[src/rtl/pipeline_ctrl_pkg.sv]
// Shared definitions for the pipeline sequencer: FSM encodings, drain depth,
// register-field width, and the load-use register compare helper.
// Ports: none (package).
package pipeline_ctrl_pkg;

    // Encodings are visible on o_state for debug readback; keep them stable.
    typedef enum logic [2:0] {
        ST_IDLE      = 3'd0,
        ST_RUN       = 3'd1,
        ST_STEP_WAIT = 3'd2,
        ST_STEP_GO   = 3'd3,
        ST_DRAIN     = 3'd4,
        ST_HALTED    = 3'd5
    } state_t;

    // Advanced cycles after HALT decode until HALT leaves WB (ID->EX->MEM->WB + 1).
    localparam int DRAIN_CYC_DEF = 4;

    localparam int REG_W = 5;

    // Register $zero never carries a real dependency.
    function automatic logic reg_match(input logic [REG_W-1:0] a, input logic [REG_W-1:0] b);
        return (a != '0) && (a == b);
    endfunction

endpackage

[src/rtl/pipeline_ctrl_hazard_detect.sv]
// Load-use hazard compare between the load in ID/EX and the source fields in ID.
// Purely combinational; no state, no backpressure of its own.
// Ports: i_ex_mem_read/i_ex_rt (load in ID/EX), i_id_rs/i_id_rt (ID sources), o_load_use.
module hazard_detect
    import pipeline_ctrl_pkg::*;
(
    input  logic             i_ex_mem_read,
    input  logic [REG_W-1:0] i_ex_rt,
    input  logic [REG_W-1:0] i_id_rs,
    input  logic [REG_W-1:0] i_id_rt,
    output logic             o_load_use
);

    assign o_load_use = i_ex_mem_read &
                        (reg_match(i_ex_rt, i_id_rs) | reg_match(i_ex_rt, i_id_rt));

endmodule

[src/rtl/pipeline_ctrl.sv]
// Central 5-stage pipeline sequencer: advance enable, load-use stall/bubble, jump flush,
// run/single-step modes, HALT drain and advanced-cycle counter.
// Latency: o_pipe_en/o_state/o_halted registered (1 cycle after trigger); stall/bubble/flush combinational.
// Ports: clk, rst (async active-low); debug i_start/i_step_mode/i_step; ID/EX hazard inputs;
//        stall/bubble/flush controls, o_state, o_halted, o_cycle_cnt.
module pipeline_ctrl
    import pipeline_ctrl_pkg::*;
#(
    parameter int DRAIN_CYC = DRAIN_CYC_DEF,
    parameter int CNT_W     = 32
) (
    input  logic             clk,
    input  logic             rst,
    input  logic             i_start,
    input  logic             i_step_mode,
    input  logic             i_step,
    input  logic             i_halt,
    input  logic [REG_W-1:0] i_id_rs,
    input  logic [REG_W-1:0] i_id_rt,
    input  logic             i_ex_MemRead,
    input  logic [REG_W-1:0] i_ex_rt,
    input  logic             i_jump_taken,
    output logic             o_pipe_en,
    output logic             o_pc_stall,
    output logic             o_if_id_stall,
    output logic             o_id_ex_bubble,
    output logic             o_flush,
    output logic [2:0]       o_state,
    output logic             o_halted,
    output logic [CNT_W-1:0] o_cycle_cnt
);

    localparam int DRAIN_W = $clog2(DRAIN_CYC + 1);

    state_t               r_state;
    logic                 r_pipe_en;
    logic                 r_halted;
    logic                 r_step_mode;
    logic [DRAIN_W-1:0]   r_drain_cnt;
    logic [CNT_W-1:0]     r_cycle_cnt;

    state_t               w_state_nx;
    logic                 w_pipe_en_nx;
    logic                 w_step_mode_nx;
    logic [DRAIN_W-1:0]   w_drain_nx;
    logic                 w_cnt_clr;
    logic                 w_load_use;
    logic                 w_lu_stall;
    logic                 w_halt_acc;
    logic                 w_in_drain;

    hazard_detect u_hazard (
        .i_ex_mem_read (i_ex_MemRead),
        .i_ex_rt       (i_ex_rt),
        .i_id_rs       (i_id_rs),
        .i_id_rt       (i_id_rt),
        .o_load_use    (w_load_use)
    );

    // A taken jump squashes both the load-use stall and any wrong-path HALT.
    // HALT under a load-use stall is not accepted; it re-presents next cycle.
    assign w_lu_stall = r_pipe_en & ~i_jump_taken & w_load_use;
    assign w_halt_acc = r_pipe_en & i_halt & ~i_jump_taken & ~w_load_use;
    assign w_in_drain = (r_state == ST_DRAIN);

    always_comb begin
        w_state_nx     = r_state;
        w_step_mode_nx = r_step_mode;
        w_drain_nx     = r_drain_cnt;
        w_cnt_clr      = 1'b0;
        w_pipe_en_nx   = 1'b0;

        unique case (r_state)
            ST_IDLE, ST_HALTED: begin
                if (i_start) begin
                    w_cnt_clr      = 1'b1;
                    w_step_mode_nx = i_step_mode;
                    w_state_nx     = i_step_mode ? ST_STEP_WAIT : ST_RUN;
                end
            end
            ST_RUN: begin
                if (w_halt_acc) begin
                    w_state_nx = ST_DRAIN;
                    w_drain_nx = DRAIN_W'(DRAIN_CYC);
                end
            end
            ST_STEP_WAIT: begin
                if (i_step) w_state_nx = ST_STEP_GO;
            end
            ST_STEP_GO: begin
                if (w_halt_acc) begin
                    w_state_nx = ST_DRAIN;
                    w_drain_nx = DRAIN_W'(DRAIN_CYC);
                end else begin
                    w_state_nx = ST_STEP_WAIT;
                end
            end
            ST_DRAIN: begin
                // Only advancing cycles move HALT down the pipe.
                if (r_pipe_en) begin
                    w_drain_nx = r_drain_cnt - DRAIN_W'(1);
                    if (r_drain_cnt == DRAIN_W'(1)) w_state_nx = ST_HALTED;
                end
            end
            default: w_state_nx = ST_IDLE;
        endcase

        // Advance enable for the cycle the next state is visible.
        unique case (w_state_nx)
            ST_RUN, ST_STEP_GO: w_pipe_en_nx = 1'b1;
            ST_DRAIN:           w_pipe_en_nx = ~r_step_mode | (w_in_drain & i_step);
            default:            w_pipe_en_nx = 1'b0;
        endcase
    end

    always_ff @(posedge clk or negedge rst) begin
        if (!rst) begin
            r_state     <= ST_IDLE;
            r_pipe_en   <= 1'b0;
            r_halted    <= 1'b0;
            r_step_mode <= 1'b0;
            r_drain_cnt <= '0;
        end else begin
            r_state     <= w_state_nx;
            r_pipe_en   <= w_pipe_en_nx;
            r_halted    <= (w_state_nx == ST_HALTED);
            r_step_mode <= w_step_mode_nx;
            r_drain_cnt <= w_drain_nx;
        end
    end

    // Saturating count of advanced cycles since the last start.
    always_ff @(posedge clk or negedge rst) begin
        if (!rst) begin
            r_cycle_cnt <= '0;
        end else if (w_cnt_clr) begin
            r_cycle_cnt <= '0;
        end else if (r_pipe_en && !(&r_cycle_cnt)) begin
            r_cycle_cnt <= r_cycle_cnt + CNT_W'(1);
        end
    end

    // Fetch is frozen for the whole drain, advancing or not.
    assign o_pipe_en      = r_pipe_en;
    assign o_pc_stall     = w_lu_stall | w_in_drain;
    assign o_if_id_stall  = w_lu_stall | w_in_drain;
    assign o_id_ex_bubble = w_lu_stall;
    assign o_flush        = r_pipe_en & i_jump_taken;
    assign o_state        = r_state;
    assign o_halted       = r_halted;
    assign o_cycle_cnt    = r_cycle_cnt;

endmodule

[config.mk]
export PLATFORM = sky130hd
export DESIGN_NAME = pipeline_ctrl
export DESIGN_NICKNAME = d
export VERILOG_FILES = /design/src/rtl/pipeline_ctrl_pkg.sv /design/src/rtl/pipeline_ctrl_hazard_detect.sv /design/src/rtl/pipeline_ctrl.sv
export SDC_FILE = /design/constraint.sdc
export NUM_CORES = 1
export LEC_CHECK = 0
export CORE_UTILIZATION = 58
export CTS_BUF_LIST = sky130_fd_sc_hd__clkbuf_2
export DETAILED_ROUTE_END_ITERATION = 8
export DONT_BUFFER_PORTS = 1
export PLACE_DENSITY = 0.75
export SYNTH_ARGS = -nofsm -noshare
export SYNTH_HDL_FRONTEND = slang
export SYNTH_SLANG_ARGS = --single-unit
[constraint.sdc]
create_clock -name clk -period 3.58 [get_ports clk]
set_input_delay 0.537 -clock clk [delete_from_list [all_inputs] [get_ports clk]]
set_output_delay 0.537 -clock clk [all_outputs]
set_load 0.02 [all_outputs]
==> Word level (Yosys, flattened, before mapping) <==
Cells that the tools add are included.
{ "word_totals": {"regBits": 41, "inputBits": 23, "elab_cells": 66} }
{ "classes": {"n_addsub": 2, "eq_ne": 14, "mux": 16, "bitwise_logic": 14, "n_reduce_logical": 14} }
{ "ops": {"columns": ["cell", "n"], "rows": [
  ["$mux 32", 2],
  ["$add 32x1->32 const B", 1],
  ["$reduce_and 32->1", 1],
  ["$mux 3", 8],
  ["$pmux 3 s5", 1],
  ["$eq 3x3->1 const B", 4],
  ["$eq 5x5->1", 2],
  ["$eq 3x1->1 const B", 3],
  ["$eq 3x2->1 const B", 3],
  ["$and 1x1->1", 8],
  ["$pmux 3 s2", 1],
  ["$reduce_or 2->1", 3],
  ["$reduce_bool 5->1", 1],
  ["$reduce_bool 2->1", 2],
  ["$logic_and 1x1->1", 3],
  ["$logic_not 3->1", 1],
  ["$not 1->1", 3],
  ["$or 1x1->1", 3],
  ["$reduce_and 3->1", 1],
  ["$sub 3x1->3 const B", 1],
  ["$mux 1", 2],
  ["$mux 2", 1],
  ["$ne 2x1->1 const B", 1],
  ["$ne 2x2->1 const B", 1],
  ["3 further kinds", 3]
]} }

==> Logic depth before layout (Yosys ltp) <==
Gate-level depths: netlist of the first run.
{ "logic_depth": {"word_depth": 11, "depth_mapped": 8, "depth_no_buf": 6} }

==> By module <==
Synthesis of the first run repeated with hierarchy kept, for this count alone.
{ "hier_totals": {"cells_unflattened": 264, "area_unflattened_um2": 2412.3} }
{ "by_module_without_submodules": {"columns": ["module", "n_inst", "cells_per_inst", "area_each_um2", "seq_area_each_um2"], "rows": [
  ["pipeline_ctrl", 1, 247, 2287.2, 1026.0],
  ["hazard_detect", 1, 17, 125.1, 0.0]
]} }

==> Worst setup path after synthesis of the first run <==
No wires, ideal clock.
{ "synth_path": {"path_kind": "input to output", "start": "input port i_ex_rt[4]", "end": "output port o_pc_stall", "t_arrival_ps": 1808, "setup_slack_ps": 1235, "stages": 6, "path_buffers": 1, "path_cell_list": "xnor2_1 nand3_1 o22ai_1 nand2_1 o22ai_1 buf_4"} }
{ "synth_via": {"elab_chain_len": 6, "elab_cells_between_ends": 9, "cone_classes": "eq/ne: 2; bitwise: 4; reduce/logical: 3"} }
{ "synth_rtl": {"columns": ["element", "line", "rtl"], "rows": [
  ["from (decl)", "pipeline_ctrl.sv:21", "input logic [REG_W-1:0] i_ex_rt,"],
  ["$eq 5x5->1 or $reduce_bool 5->1 (tied branches)", "pipeline_ctrl_pkg.sv:23", "return (a != '0) && (a == b);"],
  ["$logic_and 1x1->1", "pipeline_ctrl_pkg.sv:23", null],
  ["$or 1x1->1 (*)", "pipeline_ctrl_hazard_detect.sv:15", "(reg_match(i_ex_rt, i_id_rs) | reg_match(i_ex_rt, i_id_rt));"],
  ["$and 1x1->1 (*)", "pipeline_ctrl_hazard_detect.sv:14", "assign o_load_use = i_ex_mem_read &"],
  ["$and 1x1->1 (*)", "pipeline_ctrl.sv:62", "assign w_lu_stall = r_pipe_en & ~i_jump_taken & w_load_use;"],
  ["$or 1x1->1 (*)", null, null],
  ["to (decl)", "pipeline_ctrl.sv:24", "output logic o_pc_stall,"]
]} }
Every way passes the cells marked *; elsewhere a longest branch is shown, timed or not.

==> Worst setup path in the final report of the first run <==
{ "layout_path": {"start": "register r_cycle_cnt[0], in the netlist o_cycle_cnt[0]", "end": "register r_cycle_cnt[15], in the netlist o_cycle_cnt[15]"} }
{ "layout_via": {"elab_chain_len": 4, "elab_cells_between_ends": 7, "cone_classes": "add/sub: 1; mux: 2; reduce/logical: 4"} }
{ "layout_rtl": {"columns": ["element", "line", "rtl"], "rows": [
  ["from (decl)", "pipeline_ctrl.sv:40", "logic [CNT_W-1:0] r_cycle_cnt;"],
  ["from (signal assigned)", "pipeline_ctrl.sv:139", "r_cycle_cnt <= r_cycle_cnt + CNT_W'(1);"],
  ["parallel branches: the longest is 4 deep, another holds $add 32x1->32", null, null]
]} }
Parallel ways; which one is timed is not known. The select of a mux whose other input is x is not followed.
A chain may end at the register's enable or synchronous reset.

==> metrics.yaml, run 1 <==
sta:
  fin_crit_ns: 2.54
  worstMarginPinSlew_ns: 0.647
  hold_viol_final: 0
  tns_ns: 0
  setup_slack_ns: 1.04
  skew_ns: 0.0216
  setup_viol: 0
  period_share: 0.709
  max_slew_margin: 0.568
  rsz0062_at_grt: "false"
  max_freq_ghz: 0.394
  finalMaxSlewViolations: 0
synth:
  yosysUniqueCellTypes: 53
  syn_avg_cell_area_sq_um: 9.08
  synth_most_common_cell: "dfrtp_1"
  synth_cells: 275
  synth_warnings: 0
  synthFlopType: "dfrtp_1"
  synth.area.top_cells: "dfrtp_1, a21oi_1, or4_1, nand2_1, xnor2_1"
  syn_area_sq_um: 2500
  synth_top_cell_by_area: "dfrtp_1"
  synth.ff_latch_count: 41
  seq_area_frac_synth: 0.411
  synth_common_cells: "dfrtp_1, a21oi_1, nand2_1, or4_1, nand3_1"
  synth-async-reset-ratio: 1.00
  syn_nets: 301
  synth_enable_flop_cells: 0
  synth_top_cell_area_share: 0.411
place:
  dpl_cell_area_sq_um: 2530
  dp.final_hpwl_um: 3890
  io_buffers: 0
  dp_slack_ns: 1.11
  place.gp.congestion: 0.806
clocking:
  htreeDepth: 2
  cts_tree: "done"
  cts_setup_buffers: 0
  clk_latency_ns: 0.39
  clkSinkCount: 41
  cts_max_path_buffers: 2
  cts_buffers: 5
  cts_root_buf: "clkbuf_2"
  path_clk_slew_ns: 0.20
  cts_resized: 0
global_routing:
  grt_pass1_wl_um: 9320
  grt_use_total: 0.269
  use_met2: 0.449
  grtUsageMet3: 0.0760
  grt.busiest_layer: "met2"
  antenna_found_initial: 0
  grtUsageMet1: 0.336
  grt_max_degree: 42
  grt_pass1_vias: 2097
  grt_overflow: 0
route:
  vias: 2129
  drt_wl_total_um: 5460
  ant_nets: 0
  drtPass1Iterations: 4
  drc: 0
  vias_per_cell: 6.49
  drt_iter0_drc: 140
  wl_per_cell_um: 16.6
die:
  die_y_um: 67.6
  core_sq_um: 4060
  num_io_pins: 64
  initial_core_util: 0.615
  die-area_sq_um: 4570
  die_w_um: 67.6
  rows: 23
power_and_ir_drop:
  p_per_area_nw_per_um2: 718
  intPower_uw: 932
  comb_power_share: 0.248
  pwr-share-seq: 0.645
  p_clk_frac: 0.107
  netSwitchingFraction: 0.501
  p_leak_uw: 0.00102
  ir_worst_vdd_v: 0.000440
  p_sw_uw: 936
  p_total_uw: 1870
setup_path:
  cp_max_fo: 16
  cp.required_ns: 3.91
  cp-start-kind: "flop"
  end_kind: "flop"
  crit_type: "reg2reg"
  critPathArrivalTime_ns: 2.87
layout:
  fin_util: 0.641
  layout.nets: 303
  area.growth.synth_to_final_pct: 4.11
  stdcell_area_sq_um: 2600
  seqCellArea_sq_um: 1030
  nFillCells: 351
  multiInputGateArea_sq_um: 1390
  antenna_cells: 0
  drive_gt1_frac: 0.0971
hold_path:
  min_path_type: "in2reg"
job:
  drv_cap: 0
run_status:
  outcome: "finished, final reports clean"
-- layer usage --
layer / vias to the layer above / share of wire
met2: 51 / 0.48
met3: 2 / 0.047
li1: 1060 / -
met1: 1016 / 0.47
met5: - / 0
met4: 0 / 0.0051
-- cell families (layout without fill, tap and decap cells) --
logic type / Yosys count / in the layout / synth area share
buffers and inverters: 15 / 18 / 0.0316
AO/OA/AOI/OAI: 76 / 76 / 0.186
XOR/XNOR: 14 / 14 / 0.0491
multiplexers: 1 / 1 / 0.00451
flip-flops: 41 / 41 / 0.411
adder cells (fa/ha/maj): 3 / 3 / 0.0150
AND/OR/NAND/NOR: 125 / 125 / 0.303
-- critical path: stages, from the launching register on --
cell,delay [ns]
dfrtp_1,0.57
ha_1,0.30
nand3_1,0.19
or2_1,0.33
nor4_4,0.55
buf_4,0.30
o31ai_1,0.10
a21oi_1,0.14
-- stage by stage --
stage	std cells	hold slack [ns]
detailed placement	318	0.242
finish	328	0.229
global placement	318	0.242
global route	328	0.208
CTS	328	0.215
floorplan	275	0.241
-- registers in the layout, indices dropped and copies added (netlist names) --
signal and cells:
o_halted 1, o_cycle_cnt 32, r_step_mode 1, o_state 3, r_drain_cnt 3, o_pipe_en 1
-- final timing paths --
path,from,endpoint,cells after the start,slack (ns)
max in group asynchronous,rst,o_cycle_cnt[29]$_DFFE_PN0P_,2,2.80
worst min-delay path,i_step_mode,r_step_mode$_DFFE_PN0P_,2,0.23
min in group asynchronous,rst,o_cycle_cnt[14]$_DFFE_PN0P_,2,0.55
worst max-delay path,o_cycle_cnt[0]$_DFFE_PN0P_,o_cycle_cnt[15]$_DFFE_PN0P_,7,1.04
worst min register to register,r_step_mode$_DFFE_PN0P_,r_step_mode$_DFFE_PN0P_,2,0.51
worst max register to register,o_cycle_cnt[0]$_DFFE_PN0P_,o_cycle_cnt[15]$_DFFE_PN0P_,7,1.04
-- final cells by class --
type,instances,area share
multi-input cells,219,0.536
flip-flops and latches,41,0.395
repair buffers,7,0.0260
well taps,50,0.0241
clock buffers,6,0.0115
inverters,3,0.00433
clock inverters,2,0.00385
-- placed cells by master (no fill, tap or decap), types with 3 or more instances in the layout --
master | synthesis | layout
o21ai_1 | 5 | 5
ha_1 | 3 | 3
o22ai_1 | 3 | 3
buf_4 | 3 | 5
and3_1 | 6 | 6
o21ai_0 | 13 | 13
or4_1 | 18 | 18
nand2_1 | 29 | 29
clkbuf_2 | 0 | 6
nand4_1 | 8 | 8
inv_1 | 3 | 3
nor2_1 | 6 | 6
o31ai_1 | 12 | 12
o211ai_1 | 3 | 3
a21oi_1 | 29 | 29
and2_1 | 3 | 3
nand2b_1 | 4 | 4
nand3_1 | 17 | 17
xnor2_1 | 11 | 11
or3_1 | 12 | 12
dfrtp_1 | 41 | 41
xor2_1 | 3 | 3
-- power by group through the flow --
stage | sequential [uW] | combinational, uW | clock (uW)
2_1_floorplan | 1120 | 384 | 0
3_3_place_gp | 1210 | 436 | 0
3_5_place_dp | 1220 | 452 | 0
4_1_cts | 1200 | 466 | 204
5_1_grt | 1260 | 538 | 223
6_report | 1200 | 464 | 200
-- timing repair --
item                                    4_1_cts  5_1_grt
hold buffers                                  2        0
endpoints found under the hold margin        41        0
endpoints found under the setup margin        0        0
(Power assumes the default switching activity.)
==> run 2: changes to the inputs <==
--- a/config.mk
+++ b/config.mk
@@ -5,6 +5,7 @@
 export SDC_FILE = /design/constraint.sdc
 export NUM_CORES = 1
 export LEC_CHECK = 0
+export ABC_AREA = 1
 export CORE_UTILIZATION = 58
 export CTS_BUF_LIST = sky130_fd_sc_hd__clkbuf_2
 export DETAILED_ROUTE_END_ITERATION = 8
==> constraint.sdc (replaced) <==
create_clock -name clk -period 2.5 [get_ports clk]
set_input_delay 0.375 -clock clk [delete_from_list [all_inputs] [get_ports clk]]
set_output_delay 0.375 -clock clk [all_outputs]
set_load 0.02 [all_outputs]
==> run 2 against run 1 <==
Effect of this change: die area is 12% higher; critical endpoint is now o_cycle_cnt[23]$_DFFE_PN0P_; largest power group unchanged; non-clock buffer count up 12; core utilization grew 2.9 points; power increased by 12%; worst hold slack lost 0.13 ns; highest routed layer unchanged; register-to-register slack lost 0.82 ns; routed wire length is 35% higher; critical path type unchanged; sequential cell count is the same.
==> metrics.yaml, run 2 <==
run_status:
  outcome: "finished, final reports clean"
setup_path:
  cp.required_ns: 2.88
  crit_type: "reg2reg"
  end_kind: "flop"
  critPathArrivalTime_ns: 2.66
  slowest_stage: "dfrtp_1"
  crit_top_cell: "nand2_1"
  path_cells: "inv_1 -> nand2_1 -> o21ai_1 -> and2_4 -> inv_2 -> nand2_4 -> clkinv_2 -> o21ai_0 -> nand2_1 -> nor2_1"
  cp-start-kind: "flop"
  cp_max_fo: 25
  max_stage_delay_ns: 0.53
sta:
  skew_ns: 0.0257
  max_freq_ghz: 0.438
  setup_viol: 0
  fin_crit_ns: 2.28
  rsz0062_at_grt: "false"
  holdWs_ns: 0.0967
  tns_ns: 0
  period_share: 0.913
  max_slew_margin: 0.606
  worstMarginPinSlew_ns: 0.586
  finalMaxSlewViolations: 0
  hold_viol_final: 0
place:
  place.gp.congestion: 1.01
  placed_cells: 472
  io_buffers: 0
  dpl_cell_area_sq_um: 2940
  dp.final_hpwl_um: 5620
route:
  drtPass1Iterations: 5
  ant_nets: 0
  drc: 0
  vias_per_cell: 6.00
  vias: 2892
  drt_iter0_drc: 288
  drt_wl_total_um: 7360
  wl_per_cell_um: 15.3
die:
  num_io_pins: 64
  initial_core_util: 0.625
  die_y_um: 71.7
  rows: 24
  core_sq_um: 4500
  die-area_sq_um: 5130
  die_w_um: 71.7
synth:
  yosysUniqueCellTypes: 35
  syn_nets: 438
  synth_top_cell_by_area: "dfrtp_1"
  synth_warnings: 0
  seq_area_frac_synth: 0.365
  synth_enable_flop_cells: 0
  synth_common_cells: "nand2_1, inv_1, dfrtp_1, nor2_1, nand3_1"
  synth_top_cell_area_share: 0.365
  synth-async-reset-ratio: 1.00
  synthFlopType: "dfrtp_1"
  syn_avg_cell_area_sq_um: 6.83
  syn_area_sq_um: 2810
  synth_most_common_cell: "nand2_1"
  synth.area.top_cells: "dfrtp_1, nand2_1, inv_1, nand4_1, nor2_1"
  synth.ff_latch_count: 41
  synth_cells: 412
layout:
  stdcell_area_sq_um: 3020
  nFillCells: 397
  final_cell_mix: "nand2_1, inv_1, dfrtp_1"
  largest_reg_flops: 32
  area.growth.synth_to_final_pct: 7.25
  fin_cells: 482
  drive_gt1_frac: 0.100
  antenna_cells: 0
  layout.nets: 455
  final_common_cell: "nand2_1"
global_routing:
  grt_overflow: 0
  grt_max_degree: 42
  grt_use_total: 0.308
  grt_pass1_vias: 2693
  antenna_found_initial: 0
  grt_pass1_wl_um: 12500
clocking:
  htreeDepth: 2
  cts_tree: "done"
  clk_latency_ns: 0.43
  cts_buffers: 5
  cts_max_path_buffers: 2
  cts_root_buf: "clkbuf_2"
  cts_setup_buffers: 0
  clkSinkCount: 41
  path_clk_slew_ns: 0.23
power_and_ir_drop:
  ir_worst_vdd_v: 0.000381
  p_leak_uw: 0.00137
  p_per_area_nw_per_um2: 695
  p_total_uw: 2100
hold_path:
  min_path_type: "in2reg"
job:
  drv_cap: 0
==> run 2: changes by cell type after synthesis, moves of 14 or more <==
cell,delta
nand2_1,+90
inv_1,+53
nor2_1,+30
a21oi_1,-24
or4_1,-18
nor3_1,+17
nand4_1,+14
==> run 2: layer usage <==
layer | track usage | vias to the layer above | wire (um) | part of all wire
li1 | - | 1373 | - | -
met1 | 0.421 | 1341 | 3140 | 0.43
met2 | 0.493 | 159 | 3360 | 0.46
met3 | 0.0703 | 19 | 735 | 0.10
met4 | 0.0871 | 0 | 117 | 0.016
met5 | 0 | - | 0 | 0
==> run 2: stage by stage <==
| step | setup WS (ns) | util |
|---|---|---|
| 5_1_grt | 0.0678 | 0.670 |
| 4_1_cts | 0.164 | 0.670 |
| 3_5_place_dp | 0.218 | 0.653 |
| 6_report | 0.218 | 0.670 |
| 2_1_floorplan | 0.479 | - |
| 3_3_place_gp | 0.306 | 0.653 |
==> run 2: path summary, 6_finish.rpt <==
path                                          from                           to  slack (ns)  cells after the start
max                           o_state[2]$_DFF_PN0_  o_cycle_cnt[23]$_DFFE_PN0P_        0.22                     10
min                                    i_step_mode      r_step_mode$_DFFE_PN0P_         0.1                      2
max reg2reg                   o_state[2]$_DFF_PN0_  o_cycle_cnt[23]$_DFFE_PN0P_        0.22                     10
min reg2reg                r_step_mode$_DFFE_PN0P_      r_step_mode$_DFFE_PN0P_        0.53                      2
max in group asynchronous                      rst  o_cycle_cnt[12]$_DFFE_PN0P_        1.92                      2
min in group asynchronous                      rst  o_cycle_cnt[28]$_DFFE_PN0P_        0.36                      2
==> run 2: kinds of logic (layout without fill, tap and decap cells) <==
kind of cell	after synthesis	after routing	share of synthesized area
XOR/XNOR	13	13	0.0405
adder cells (fa/ha/maj)	3	3	0.0133
AO/OA/AOI/OAI	42	42	0.0836
flip-flops	41	41	0.365
multiplexers	1	1	0.00356
buffers and inverters	69	87	0.104
AND/OR/NAND/NOR	243	243	0.390
==> run 2: area by class of cell <==
type / count / area (sq um) / share of cell area
inverters: 60 / 226 / 0.0750
repair buffers: 19 / 158 / 0.0522
clock buffers: 5 / 25.0 / 0.00829
well taps: 52 / 65.1 / 0.0216
clock inverters: 3 / 21.3 / 0.00705
multi-input cells: 302 / 1500 / 0.496
flip-flops and latches: 41 / 1030 / 0.340
==> run 2: critical path: cells and delay by family, from the launching register on <==
kind,cells,cell delay (ns)
and+or+nand+nor,5,0.79
DFF,1,0.53
AOI/OAI and AO/OA,2,0.41
buffers and inverters,3,0.49
==> run 2: power by group <==
group	switching, uW	internal (uW)
logic	632	236
clock network	246	70.8
registers	151	761
total	1030	1070
==> run 2: repair_timing <==
item	in CTS	in global routing
gates resized for setup	0	1
setup endpoints to repair	0	1
hold buffers	2	0
hold endpoints to repair	41	0
